==> src/rtl/crc_ctrl_pkg.sv <==
// Shared types and sizing helpers for the CRC frame sequencer.
// The state encoding, counter widths and default geometry all live here.
package crc_ctrl_pkg;

  typedef enum logic [2:0] {
    IDLE       = 3'd0,
    CLEAR      = 3'd1,
    SHIFT      = 3'd2,
    WAIT_VALID = 3'd3,
    CAPTURE    = 3'd4,
    DONE_ST    = 3'd5
  } ctrl_state_t;

  localparam int DEF_CRC_BITS   = 8;
  localparam int DEF_DATA_BYTES = 1;
  localparam int DEF_TIMEOUT    = 64;

  // Smallest width able to hold values 0..value-1 (callers pass max+1).
  function automatic int clog2(input int value);
    int r;
    r = 0;
    for (int i = 0; i < 31; i++) begin
      if ((1 << i) < value) r = i + 1;
    end
    return (r < 1) ? 1 : r;
  endfunction

  localparam int DEF_BIT_CNT_W = clog2(DEF_DATA_BYTES * 8 + 1);
  localparam int DEF_CAP_CNT_W = clog2(DEF_CRC_BITS + 1);
  localparam int DEF_TMO_CNT_W = clog2(DEF_TIMEOUT + 1);

endpackage

==> src/rtl/crc_frame_ctrl_piso.sv <==
// Parallel-in serial-out message register feeding the CRC engine LSB first.
// bit_cnt counts bits handed out; last is high while the final bit is on the line.
module crc_piso
  import crc_ctrl_pkg::*;
#(
  parameter int DATA_BYTES = DEF_DATA_BYTES
) (
  input  logic                    clk,
  input  logic                    rst,
  input  logic                    load,
  input  logic                    shift,
  input  logic [DATA_BYTES*8-1:0] din,
  output logic                    bit_out,
  output logic                    last
);

  localparam int MSG_BITS = DATA_BYTES * 8;
  localparam int CNT_W    = clog2(MSG_BITS + 1);
  localparam logic [CNT_W-1:0] CNT_FULL = CNT_W'(MSG_BITS);

  logic [MSG_BITS-1:0] msg_sr;
  logic [MSG_BITS-1:0] shifted;
  logic [CNT_W-1:0]    bit_cnt;

  genvar gi;
  generate
    for (gi = 0; gi < MSG_BITS; gi++) begin : g_shift
      if (gi == MSG_BITS - 1) begin : g_msb
        assign shifted[gi] = 1'b0;
      end else begin : g_lower
        assign shifted[gi] = msg_sr[gi+1];
      end
    end
  endgenerate

  always_ff @(posedge clk or negedge rst) begin
    if (!rst) begin
      msg_sr  <= '0;
      bit_cnt <= '0;
    end else if (load) begin
      msg_sr  <= din;
      bit_cnt <= '0;
    end else if (shift) begin
      msg_sr  <= shifted;
      if (bit_cnt != CNT_FULL) bit_cnt <= bit_cnt + 1'b1;
    end
  end

  assign bit_out = msg_sr[0];
  assign last    = (bit_cnt == CNT_FULL);

endmodule

==> src/rtl/crc_frame_ctrl.sv <==
// Frame sequencer for the serial CRC engine: clear, shift message, wait for
// Valid, deserialise the CRC and report DONE/ERR. All outputs are registered.
module crc_frame_ctrl
  import crc_ctrl_pkg::*;
#(
  parameter int CRC_BITS   = DEF_CRC_BITS,
  parameter int DATA_BYTES = DEF_DATA_BYTES,
  parameter int TIMEOUT    = DEF_TIMEOUT
) (
  input  logic                    clk,
  input  logic                    rst,          // active low, asynchronous
  input  logic                    start,
  input  logic [DATA_BYTES*8-1:0] frame_data,
  output logic                    busy,
  output logic                    eng_rst,      // active low clear to the engine
  output logic                    eng_active,
  output logic                    eng_data,
  input  logic                    eng_valid,
  input  logic                    eng_crc,
  output logic [CRC_BITS-1:0]     crc_out,
  output logic                    done,
  output logic                    err
);

  localparam int CAP_W = clog2(CRC_BITS + 1);
  localparam int TMO_W = clog2(TIMEOUT + 1);
  localparam logic [CAP_W-1:0] CAP_FULL = CAP_W'(CRC_BITS);
  localparam logic [TMO_W-1:0] TMO_LAST = TMO_W'(TIMEOUT - 1);

  ctrl_state_t         state, state_next;
  logic [CRC_BITS-1:0] crc_sr, crc_sr_next;
  logic [CAP_W-1:0]    cap_cnt, cap_cnt_next;
  logic [TMO_W-1:0]    tmo_cnt, tmo_cnt_next;
  logic                err_flag, err_next;
  logic                piso_load, piso_shift, piso_bit, piso_last;

  crc_piso #(
    .DATA_BYTES(DATA_BYTES)
  ) u_piso (
    .clk    (clk),
    .rst    (rst),
    .load   (piso_load),
    .shift  (piso_shift),
    .din    (frame_data),
    .bit_out(piso_bit),
    .last   (piso_last)
  );

  // The bit leaving the shifter on an edge is the one driven on eng_data.
  assign piso_shift = (state_next == SHIFT);

  always_comb begin
    state_next   = state;
    crc_sr_next  = crc_sr;
    cap_cnt_next = cap_cnt;
    tmo_cnt_next = tmo_cnt;
    err_next     = err_flag;
    piso_load    = 1'b0;

    case (state)
      IDLE: begin
        if (start) begin
          piso_load  = 1'b1;
          state_next = CLEAR;
        end
      end

      CLEAR: begin
        crc_sr_next  = '0;
        cap_cnt_next = '0;
        tmo_cnt_next = '0;
        err_next     = 1'b0;
        state_next   = SHIFT;
      end

      SHIFT: begin
        if (piso_last) state_next = WAIT_VALID;
      end

      WAIT_VALID: begin
        if (eng_valid) begin
          crc_sr_next[0] = eng_crc;
          cap_cnt_next   = CAP_W'(1);
          state_next     = (CAP_W'(1) == CAP_FULL) ? DONE_ST : CAPTURE;
        end else if (tmo_cnt >= TMO_LAST) begin
          err_next   = 1'b1;
          state_next = DONE_ST;
        end else begin
          tmo_cnt_next = tmo_cnt + 1'b1;
        end
      end

      CAPTURE: begin
        if (eng_valid) begin
          for (int i = 0; i < CRC_BITS; i++) begin
            if (cap_cnt == CAP_W'(i)) crc_sr_next[i] = eng_crc;
          end
          cap_cnt_next = (cap_cnt == CAP_FULL) ? cap_cnt : cap_cnt + 1'b1;
          if (cap_cnt_next == CAP_FULL) state_next = DONE_ST;
        end else begin
          // Valid dropped mid-result: the partial CRC is useless.
          err_next   = 1'b1;
          state_next = DONE_ST;
        end
      end

      DONE_ST: begin
        state_next = IDLE;
      end

      default: begin
        state_next = IDLE;
      end
    endcase
  end

  always_ff @(posedge clk or negedge rst) begin
    if (!rst) begin
      state      <= IDLE;
      crc_sr     <= '0;
      cap_cnt    <= '0;
      tmo_cnt    <= '0;
      err_flag   <= 1'b0;
      busy       <= 1'b0;
      eng_rst    <= 1'b0;
      eng_active <= 1'b0;
      eng_data   <= 1'b0;
      crc_out    <= '0;
      done       <= 1'b0;
      err        <= 1'b0;
    end else begin
      state      <= state_next;
      crc_sr     <= crc_sr_next;
      cap_cnt    <= cap_cnt_next;
      tmo_cnt    <= tmo_cnt_next;
      err_flag   <= err_next;
      // Outputs are registered from the next state so they line up with it.
      busy       <= (state_next != IDLE);
      eng_rst    <= (state_next != CLEAR);
      eng_active <= (state_next == SHIFT);
      eng_data   <= (state_next == SHIFT) & piso_bit;
      done       <= (state_next == DONE_ST);
      err        <= (state_next == DONE_ST) & err_next;
      if ((state_next == DONE_ST) && !err_next) crc_out <= crc_sr_next;
    end
  end

endmodule

==> config.mk <==
export PLATFORM = sky130hd
export DESIGN_NAME = crc_frame_ctrl
export DESIGN_NICKNAME = d
export VERILOG_FILES = /design/src/rtl/crc_ctrl_pkg.sv /design/src/rtl/crc_frame_ctrl_piso.sv /design/src/rtl/crc_frame_ctrl.sv
export SDC_FILE = /design/constraint.sdc
export NUM_CORES = 1
export LEC_CHECK = 0
export ABC_CLOCK_PERIOD_IN_PS = 5140
export CAP_MARGIN = 15
export CORE_ASPECT_RATIO = 0.9
export CORE_MARGIN = 1.5
export CORE_UTILIZATION = 60
export DETAILED_ROUTE_END_ITERATION = 6
export GPL_ROUTABILITY_DRIVEN = 0
export PLACE_DENSITY = 0.87
export SLEW_MARGIN = 20
export SYNTH_ARGS = -nofsm -noshare
export SYNTH_HDL_FRONTEND = slang
export SYNTH_SLANG_ARGS = --single-unit
export TNS_END_PERCENT = 20
==> constraint.sdc <==
create_clock -name clk -period 5.14 [get_ports clk]
set_input_delay 1.542 -clock clk [delete_from_list [all_inputs] [get_ports clk]]
set_output_delay 1.542 -clock clk [all_outputs]
set_load 0.01 [all_outputs]
# Word level (Yosys, flattened, before mapping)
# Cells that the tools add are included.
# totals
ff_bits	49
input_bits	13
elab_cells	91
output_inout_bits	14
# classes
n_lt_le_gt_ge	1
bitwise	2
add_sub_neg	3
muxes	37
reduce_logical	12
n_eq_ne	22
# op_table
cell	n
$pmux 7 s2	2
$mux 4	6
$mux 8	3
$mux 3	6
$eq 4x3->1 const B	4
$pmux 3 s5	1
$mux 1	14
$mux 7	2
$eq 4x4->1 const B	3
$pmux 4 s3	1
$eq 3x2->1 const B	3
$add 4x1->4 const B	2
$eq 4x2->1 const B	2
$ne 2x2->1 const B	4
$add 7x1->7 const B	1
$ge 7x6->1 const B	1
$eq 3x3->1 const B	2
$pmux 1 s3	2
$reduce_and 3->1	2
$reduce_bool 2->1	3
$reduce_bool 3->1	2
$eq 4x1->1 const B	1
$logic_not 4->1	1
$ne 4x4->1 const B	1
other kinds (7)	8

# Depth between registers and ports, before layout
# Gate-level depths: netlist (run 1).
# depth
word_depth	9
ltp_mapped	9
ltp_nobuf	8

# Modules after synthesis
# From an unflattened synthesis (run 1), not the netlist that was laid out.
# hier_totals
hier_cells	248
hier_area_um2	2507.4
# by_module_without_submodules
mod	area_per_inst_um2	n_inst	cells_each	seq_area_each_um2
crc_frame_ctrl	1906.8	1	189	925.9
crc_piso	600.6	1	59	300.3

# Least setup slack after synthesis (run 1)
# No wires, ideal clock.
# synth_timing
kind	in2reg
start	input port eng_valid
end	register crc_out[0]
arrival_ps	2839
cell_stages	7
required_ps	5012
setup_slack_ps	2173
path_buffers	2
path_cell_list	clkbuf_1 nand2b_1 o211ai_1 nand2_1 a311o_1 buf_2 mux2_1
# synth_between
elab_chain_cells	4
elab_cells_between_ends	12
classes_between	eq/ne (1); mux (9); reduce/logical (2)
# synth_lines
element	line_no	rtl
from (decl)	crc_frame_ctrl.sv:18	input logic eng_valid,
$mux 3, or another cell as far along	crc_frame_ctrl.sv:94	if (eng_valid) begin
$pmux 3 s5 / $pmux 1 s3 (equally long branches)	crc_frame_ctrl.sv:60	case (state)
$eq 3x3->1 / $logic_not 1->1 (equally long branches)	crc_frame_ctrl.sv:144	if ((state_next == DONE_ST) && !err_next) crc_out <= crc_sr_next;
$logic_and 1x1->1	crc_frame_ctrl.sv:144	
to (signal assigned)	crc_frame_ctrl.sv:144	
to (decl)	crc_frame_ctrl.sv:20	output logic [CRC_BITS-1:0] crc_out,
# Several ways; a longest one is shown, not always the timed one.
# A chain may end at the register's enable or synchronous reset.

# Worst setup path after layout (run 1)
# layout_timing
start	input port eng_valid
end	register crc_out[1]
# The elaborated chain is that of the path after synthesis.

==> results of run 1 <==
==> cell families after synthesis <==
| logic type | count (synthesis) |
|---|---|
| XOR/XNOR | 6 |
| adder cells (fa/ha/maj) | 7 |
| AO/OA/AOI/OAI | 61 |
| flip-flops | 49 |
| buffers and inverters | 24 |
| AND/OR/NAND/NOR | 90 |
| multiplexers | 9 |
==> cell usage in the layout, fill, tap and decap left out, types with 2 or more instances in the layout <==
| cell type | Yosys | final |
|---|---|---|
| nor2_1 | 23 | 23 |
| o21ai_1 | 2 | 2 |
| inv_1 | 7 | 7 |
| clkdlybuf4s50_1 | 0 | 25 |
| nand3b_1 | 2 | 2 |
| mux2_2 | 3 | 3 |
| a31oi_1 | 7 | 7 |
| dfrtp_1 | 49 | 49 |
| o2111ai_1 | 2 | 2 |
| o211ai_1 | 9 | 9 |
| clkbuf_8 | 0 | 5 |
| o21ai_0 | 8 | 8 |
| o31ai_1 | 7 | 7 |
| ha_1 | 7 | 7 |
| o211ai_2 | 3 | 3 |
| nand3_1 | 8 | 8 |
| and2_1 | 2 | 2 |
| inv_2 | 5 | 5 |
| xor2_1 | 4 | 4 |
| xnor2_1 | 2 | 2 |
| mux2_1 | 5 | 5 |
| nor2b_1 | 2 | 2 |
| nand2_1 | 31 | 31 |
| a21oi_1 | 12 | 12 |
| and3_1 | 3 | 3 |
| o31ai_2 | 3 | 3 |
| nand2b_1 | 7 | 7 |
| nand4_1 | 4 | 4 |
==> final cells by class <==
class	instances	area (sq um)	share of cell area, %
Inverter	12	45.0	1.60
Multi-Input combinational cell	173	1130	40.0
Tap cell	46	57.6	2.04
Sequential cell	49	1230	43.5
Clock inverter	2	35.0	1.24
Timing Repair Buffer	26	258	9.14
Clock buffer	5	68.8	2.44
==> flip-flops by register name (all words and copies together) (netlist names), 3 cells and up <==
register / cells
crc_sr: 8
state: 3
cap_cnt: 4
crc_out: 8
tmo_cnt: 7
u_piso.bit_cnt: 4
u_piso.msg_sr: 8
==> power groups by stage <==
stage / registers (mW) / logic, mW / clock network, mW
4_1_cts: 0.583 / 0.531 / 0.269
3_5_place_dp: 0.589 / 0.528 / 0
2_1_floorplan: 0.552 / 0.427 / 0
5_1_grt: 0.599 / 0.591 / 0.286
6_report: 0.585 / 0.532 / 0.264
3_3_place_gp: 0.585 / 0.508 / 0
==> layer usage <==
layer | vias to the layer above | part of all wire (%)
li1 | 910 | -
met1 | 927 | 48
met2 | 42 | 46
met3 | 6 | 5.3
met4 | 0 | 1.1
met5 | - | 0
==> worst paths after layout <==
path	start	end	cells after the start
setup / recovery	eng_valid	crc_out[1]$_DFFE_PN0P_	6
setup reg to reg	cap_cnt[0]$_DFFE_PN0P_	crc_out[5]$_DFFE_PN0P_	7
max in group asynchronous	rst	crc_out[0]$_DFFE_PN0P_	1
hold reg to reg	crc_out[2]$_DFFE_PN0P_	crc_out[2]$_DFFE_PN0P_	1
hold / removal	crc_out[2]$_DFFE_PN0P_	crc_out[2]$_DFFE_PN0P_	1
min in group asynchronous	rst	cap_cnt[3]$_DFFE_PN0P_	1
==> flow_summary.yaml, run 1 <==
synth:
  synth-compound-area-share_pct: 18.2
  synth-seq-cells: 49
  synth_edf_count: 0
  synth_area_leaders: "dfrtp_1 (50%), nand2_1 (4.7%), ha_1 (3.6%), nor2_1 (3.5%), o211ai_1 (2.8%)"
  synth_top_family_by_area: "compound AO/OA/AOI/OAI gates"
  synth-main-ff-cell: "dfrtp_1"
  syn-cell-area_sq_um: 2450
  syn_avg_cell_area_sq_um: 9.98
  yosysMostFrequentCell: "dfrtp_1"
  synth-xor-area-share_pct: 2.14
  synth_mux_area_share_pct: 4.08
  yosysTopAreaCellShare_pct: 49.9
  syn_inst: 246
  yosys.cell_types.count: 46
  yosysTopAreaCell: "dfrtp_1"
  synth-seq-area-share_pct: 49.9
  synth_warnings: 0
  synthArstFlopShare_pct: 100
  synth_fa_ha_area_share_pct: 3.57
  synth_common_cells: "dfrtp_1 (49), nand2_1 (31), nor2_1 (23), a21oi_1 (12), o211ai_1 (9)"
  synthSimpleGateAreaFrac_pct: 17.9
  syn-num-nets: 266
floorplan:
  rows: 21
  io_pins: 27
  start_util_pct: 64.4
  dieArea_sq_um: 4480
  die_h_microns: 63.7
  core_area_sq_um: 3810
  chipWidth_microns: 70.4
drt:
  wl_microns: 4810
  avgViaCountPerCell: 6.02
  drt_iter0_markers: 234
  vias: 1885
  drcViolationCount: 0
  antenna_left: 0
  wl_per_cell_microns: 15.4
  dr.pass1.iters: 4
placed_design:
  dpl.cell_count: 306
  dp_hpwl_microns: 3340
  io_buffers: 26
  placed_area_sq_um: 2710
  post-place-ws_ps: 1200
sta:
  setup_viol: 0
  max_freq_ghz: 0.273
  fin_ws_ps: 1480
  rsz0062_at_grt: "false"
  min_period_ps: 3660
  hold_slack_ps: 507
  post-route-period-util_pct: 71.3
  fin_setup_tns_ps: 0
  slew_headroom_pct: 56.1
  tightest_slew_ps: 654
  hold_viol: 0
  fin_worst_skew_ps: 6.33
  finalMaxSlewViolations: 0
power:
  p_per_area_nw_per_um2: 490
  finalPower_mw: 1.38
  share_comb_of_total_power_pct: 38.5
  leakage_nw: 1.26
  swShare_pct: 39.6
  intPower_mw: 0.834
  max-vdd-ir-drop_mv: 0.269
  p_sw_mw: 0.547
  clockPowerShare_pct: 19.1
  p_seq_share_pct: 42.4
outcome:
  outcome: "complete, no violations"
final_layout:
  fillers: 289
  fin_cells: 313
  final_cell_area_sq_um: 2820
  nNetsFinal: 287
  fin_util_pct: 74.0
  drive_above_1_share_pct: 10.1
  diodes: 0
  areaGrowthSynthToFinish_pct: 14.8
worst_setup_path:
  path_class: "in -> reg"
  cp_top_family: "compound AO/OA/AOI/OAI gates"
  startpoint_type: "primary input"
  end_kind: "register"
  slowest_delay_ps: 720
  worst-path-buf-inv: 1
  path_max_fanout: 19
  crit_arrival_ps: 3860
  critical_path.cell_chain: "clkdlybuf4s50_1 > nor2_1 > o21ai_0 > a21oi_1 > a311o_1 > mux2_2"
  reg2reg_slack_ps: 2720
  cp.required_ps: 5340
  slowest_stage: "clkdlybuf4s50_1"
clocking:
  htree_levels: 2
  post_cts_buffers: 0
  cts_root_buffer: "clkbuf_8"
  clk_latency_ps: 310
  cts_buffer_depth: 2
  cts_tree: "yes"
  clkTransAtPathRegs_ps: 80
  postCtsHoldBufs: 0
  cts_resized: 0
  clock-sinks: 49
  cts_buffers: 5
global_route:
  grt_usage_pct: 23.6
  globalRouteMet2Util_pct: 34.9
  met3_usage_pct: 5.28
  grt_pass1_vias: 1711
  met1_usage_pct: 34.1
  antenna_found_initial: 0
  overflow: 0
  grt_start_max_net_pins: 50
  busiest_layer: "met2"
  grt_pass1_wl_microns: 8180
job:
  drv_cap: 0
min_path:
  hold_path_class: "reg -> reg"
Note: power is estimated with default switching activity, not from simulation.
==> inputs of run 2 (changes only) <==
Settings changed: ABC_CLOCK_PERIOD_IN_PS 5140 to 3200, CORE_UTILIZATION 60 to 50, PLACE_DENSITY 0.87 to 0.78.
Clock period 5.14 ns to 3.2 ns, I/O delays scaled along.
==> flow_summary.yaml, run 2 (same netlist as run 1, synthesis figures left out) <==
sta:
  post-route-period-util_pct: 84.0
  tightest_slew_ps: 714
  rsz0062_at_grt: "false"
  setup_viol: 0
  fin_worst_skew_ps: 7.74
  min_period_ps: 2690
  finalMaxSlewViolations: 0
  max_freq_ghz: 0.372
  hold_viol: 0
  fin_setup_tns_ps: 0
  slew_headroom_pct: 52.4
global_route:
  antenna_found_initial: 0
  grt_pass1_wl_microns: 8630
  grt_pass1_vias: 1780
  grt_start_max_net_pins: 34
  overflow: 0
  grt_usage_pct: 19.9
final_layout:
  diodes: 0
  register_area_sq_um: 1230
  multiInputGateArea_sq_um: 1130
  fin_util_pct: 62.9
  nNetsFinal: 291
  drive_above_1_share_pct: 11.4
  fillers: 365
  final_common_cell: "dfrtp_1"
  areaGrowthSynthToFinish_pct: 17.3
  reg_top3: "crc_out x8, crc_sr x8, u_piso.msg_sr x8"
  final_cell_mix: "dfrtp_1 (49), nand2_1 (31), clkdlybuf4s50_1 (25)"
worst_setup_path:
  path_max_fanout: 8
  cp.required_ps: 3380
  end_kind: "register"
  startpoint_type: "primary input"
  path_class: "in -> reg"
  crit_arrival_ps: 2870
floorplan:
  rows: 23
  core_area_sq_um: 4580
  start_util_pct: 53.7
  io_pins: 27
  die_h_microns: 69.5
  chipWidth_microns: 76.9
  dieArea_sq_um: 5340
clocking:
  cts_root_buffer: "clkbuf_8"
  clk_latency_ps: 300
  cts_buffer_depth: 2
  clkTransAtPathRegs_ps: 90
  htree_levels: 2
  post_cts_buffers: 0
  cts_tree: "yes"
  postCtsHoldBufs: 0
  cts_buffers: 5
  cts_resized: 0
  clock-sinks: 49
drt:
  wl_per_cell_microns: 14.4
  drcViolationCount: 0
  avgViaCountPerCell: 5.63
  antenna_left: 0
  drt_iter0_markers: 113
  vias: 1881
  dr.pass1.iters: 4
  wl_microns: 4810
power:
  max-vdd-ir-drop_mv: 0.446
  p_per_area_nw_per_um2: 780
  leakage_nw: 1.28
job:
  drv_cap: 0
min_path:
  hold_path_class: "reg -> reg"
placed_design:
  dp_hpwl_microns: 3360
  io_buffers: 26
outcome:
  outcome: "complete, no violations"
run 2: layout make-up:
class | instances | area share (%)
clock inverter | 1 | 1.04
timing repair buffer | 30 | 9.91
multi-input combinational | 173 | 39.2
tap | 62 | 2.69
clock buffer | 7 | 3.00
sequential | 49 | 42.6
inverter | 12 | 1.56
run 2: path summary, 6_finish.rpt:
check | startpoint | endpoint | slack, ps | depth (start not counted)
min in group asynchronous | rst | u_piso.msg_sr[3]$_DFFE_PN0P_ | 710 | 1
worst max-delay path | eng_valid | crc_out[2]$_DFFE_PN0P_ | 510 | 6
worst min-delay path | u_piso.msg_sr[0]$_DFFE_PN0P_ | eng_data$_DFF_PN0_ | 490 | 1
worst min register to register | u_piso.msg_sr[0]$_DFFE_PN0P_ | eng_data$_DFF_PN0_ | 490 | 1
max in group asynchronous | rst | crc_sr[4]$_DFF_PN0_ | 1880 | 2
worst max register to register | cap_cnt[0]$_DFFE_PN0P_ | crc_out[5]$_DFFE_PN0P_ | 820 | 7
run 2: where the power goes:
part,switching [mW],internal [mW],leakage [nW]
logic,0.514,0.348,0.576
registers,0.163,0.770,0.648
clock network,0.196,0.255,0.0585
total,0.873,1.37,1.28
run 2: through the flow:
step                      total power [mW]  hold slack [ps]  cell area, sq um  instances  setup WS, ps
after floorplan                       1.57              453              2450        246           815
after global placement                1.78              465              2760        326           340
after detailed placement              1.80              472              2760        326           279
after CTS                             2.26              491              2880        334           545
after global routing                  2.44              523              2880        334           477
final                                 2.25              487              2880        334           512
run 2: per-layer routing:
layer / global-route usage, % / vias up / part of all wire, %
met5: 0 / - / 0
met4: 4.73 / 0 / 0.54
met3: 3.95 / 2 / 5.2
met2: 29.6 / 54 / 44
met1: 29.9 / 898 / 50
li1: - / 927 / -
run 2: worst max-delay path, cell delays in order:
cell and delay (ps):
clkdlybuf4s50_1 510, nor2_1 230, o21ai_0 120, a21oi_1 240
a311o_1 420, mux2_2 390
==> inputs of run 3 (changes only) <==
Settings changed: ABC_CLOCK_PERIOD_IN_PS 3200 to 2400.
Clock period 3.2 ns to 2.4 ns, I/O delays scaled along.
==> flow_summary.yaml, run 3 (same netlist as run 1, synthesis figures left out) <==
drt:
  wl_microns: 5120
  avgViaCountPerCell: 5.54
  antenna_left: 0
  drt_iter0_markers: 164
  dr.pass1.iters: 4
  vias: 1927
  drcViolationCount: 0
  wl_per_cell_microns: 14.7
placed_design:
  dpl.cell_count: 341
  dp_hpwl_microns: 3650
  io_buffers: 26
final_layout:
  fin_cells: 348
  final_common_cell: "dfrtp_1"
  diodes: 0
  drive_above_1_share_pct: 16.4
  final_cell_mix: "dfrtp_1 (49), nand2_1 (31), clkdlybuf4s50_1 (25)"
  nNetsFinal: 306
  areaGrowthSynthToFinish_pct: 22.1
  reg_top3: "crc_out x8, crc_sr x8, u_piso.msg_sr x8"
power:
  share_comb_of_total_power_pct: 43.7
  max-vdd-ir-drop_mv: 0.521
  finalPower_mw: 3.13
  intPower_mw: 1.92
  clockPowerShare_pct: 18.2
  p_seq_share_pct: 38.1
  leakage_nw: 1.36
  p_sw_mw: 1.21
  swShare_pct: 38.7
  p_per_area_nw_per_um2: 1040
sta:
  hold_viol: 0
  fin_setup_tns_ps: 0
  fin_worst_skew_ps: 8.44
  min_period_ps: 2240
  finalMaxSlewViolations: 0
  tightest_slew_ps: 537
  max_freq_ghz: 0.446
  slew_headroom_pct: 64.2
  setup_viol: 0
  rsz0062_at_grt: "false"
  hold_slack_ps: 392
  post-route-period-util_pct: 93.4
global_route:
  overflow: 0
  antenna_found_initial: 0
  grt_pass1_vias: 1898
  grt_usage_pct: 21.2
  grt_start_max_net_pins: 27
  grt_pass1_wl_microns: 9070
min_path:
  hold_path_class: "in -> async"
job:
  drv_cap: 0
floorplan:
  dieArea_sq_um: 5340
  chipWidth_microns: 76.9
  io_pins: 27
  rows: 23
  start_util_pct: 53.7
  die_h_microns: 69.5
  core_area_sq_um: 4580
clocking:
  htree_levels: 2
  clk_latency_ps: 300
  clock-sinks: 49
  cts_buffer_depth: 2
  post_cts_buffers: 0
  cts_buffers: 5
  cts_root_buffer: "clkbuf_8"
  cts_resized: 0
  clkTransAtPathRegs_ps: 90
  cts_tree: "yes"
  postCtsHoldBufs: 0
worst_setup_path:
  cp.required_ps: 2580
  path_class: "in -> reg"
  startpoint_type: "primary input"
  end_kind: "register"
  crit_arrival_ps: 2420
  path_max_fanout: 8
outcome:
  outcome: "complete, no violations"
==> run 3: cell types whose count changed in the layout (fill, tap and decap cells not counted) <==
cell / delta
clkinv_2: +1
buf_12: +1
clkbuf_1: -1
nor4b_1: -1
clkbuf_8: -1
nor4b_2: +1
buf_4: +14
==> run 3: power by group through the flow <==
stage                     combinational, mW  clock (mW)  sequential [mW]
after floorplan                       0.914           0             1.18
after global placement                 1.32           0             1.20
after detailed placement               1.36           0             1.20
after CTS                              1.37       0.581             1.19
after global routing                   1.53       0.619             1.22
final                                  1.37       0.570             1.19
==> run 3: area by class of cell <==
| type | instances | area (sq um) |
|---|---|---|
| tap | 62 | 77.6 |
| clock buffer | 5 | 68.8 |
| inverter | 12 | 45.0 |
| multi-input combinational | 173 | 1130 |
| sequential | 49 | 1230 |
| timing repair buffer | 45 | 410 |
| fill | 371 | 1580 |
| clock inverter | 2 | 35.0 |
==> run 3: per-layer routing <==
metal | global-route usage, % | part of all wire (%) | up-vias
met5 | 0 | 0 | -
met4 | 6.17 | 1.0 | 0
met3 | 4.47 | 4.0 | 6
met2 | 32.6 | 45 | 42
met1 | 30.2 | 50 | 926
li1 | - | - | 953
==> run 3: stage by stage <==
step                cell area, sq um  setup WS (ps)  util, %
floorplan                       2450            255        -
global placement                2890          -95.9     63.1
detailed placement              2890           -122     63.1
CTS                             2990            122     65.4
global route                    3000           47.6     65.5
finish                          3000            158     65.5
==> run 3: critical path: stages <==
cell	delay, ps
clkdlybuf4s50_1	500
nand2b_1	190
o211ai_1	110
nand2_1	100
a311o_1	310
buf_4	170
mux2_1	310
==> run 3: worst paths after layout <==
kind                                              start                            end  slack [ps]  cells past startpoint
max                                           eng_valid         crc_out[0]$_DFFE_PN0P_         160                      7
max in group asynchronous                           rst  u_piso.bit_cnt[0]$_DFFE_PN0P_        1480                      2
min in group clk           u_piso.msg_sr[0]$_DFFE_PN0P_             eng_data$_DFF_PN0_         490                      1
max reg2reg                      cap_cnt[0]$_DFFE_PN0P_         crc_out[0]$_DFFE_PN0P_         180                      8
min                                                 rst            crc_sr[6]$_DFF_PN0_         390                      1
min reg2reg                u_piso.msg_sr[0]$_DFFE_PN0P_             eng_data$_DFF_PN0_         490                      1
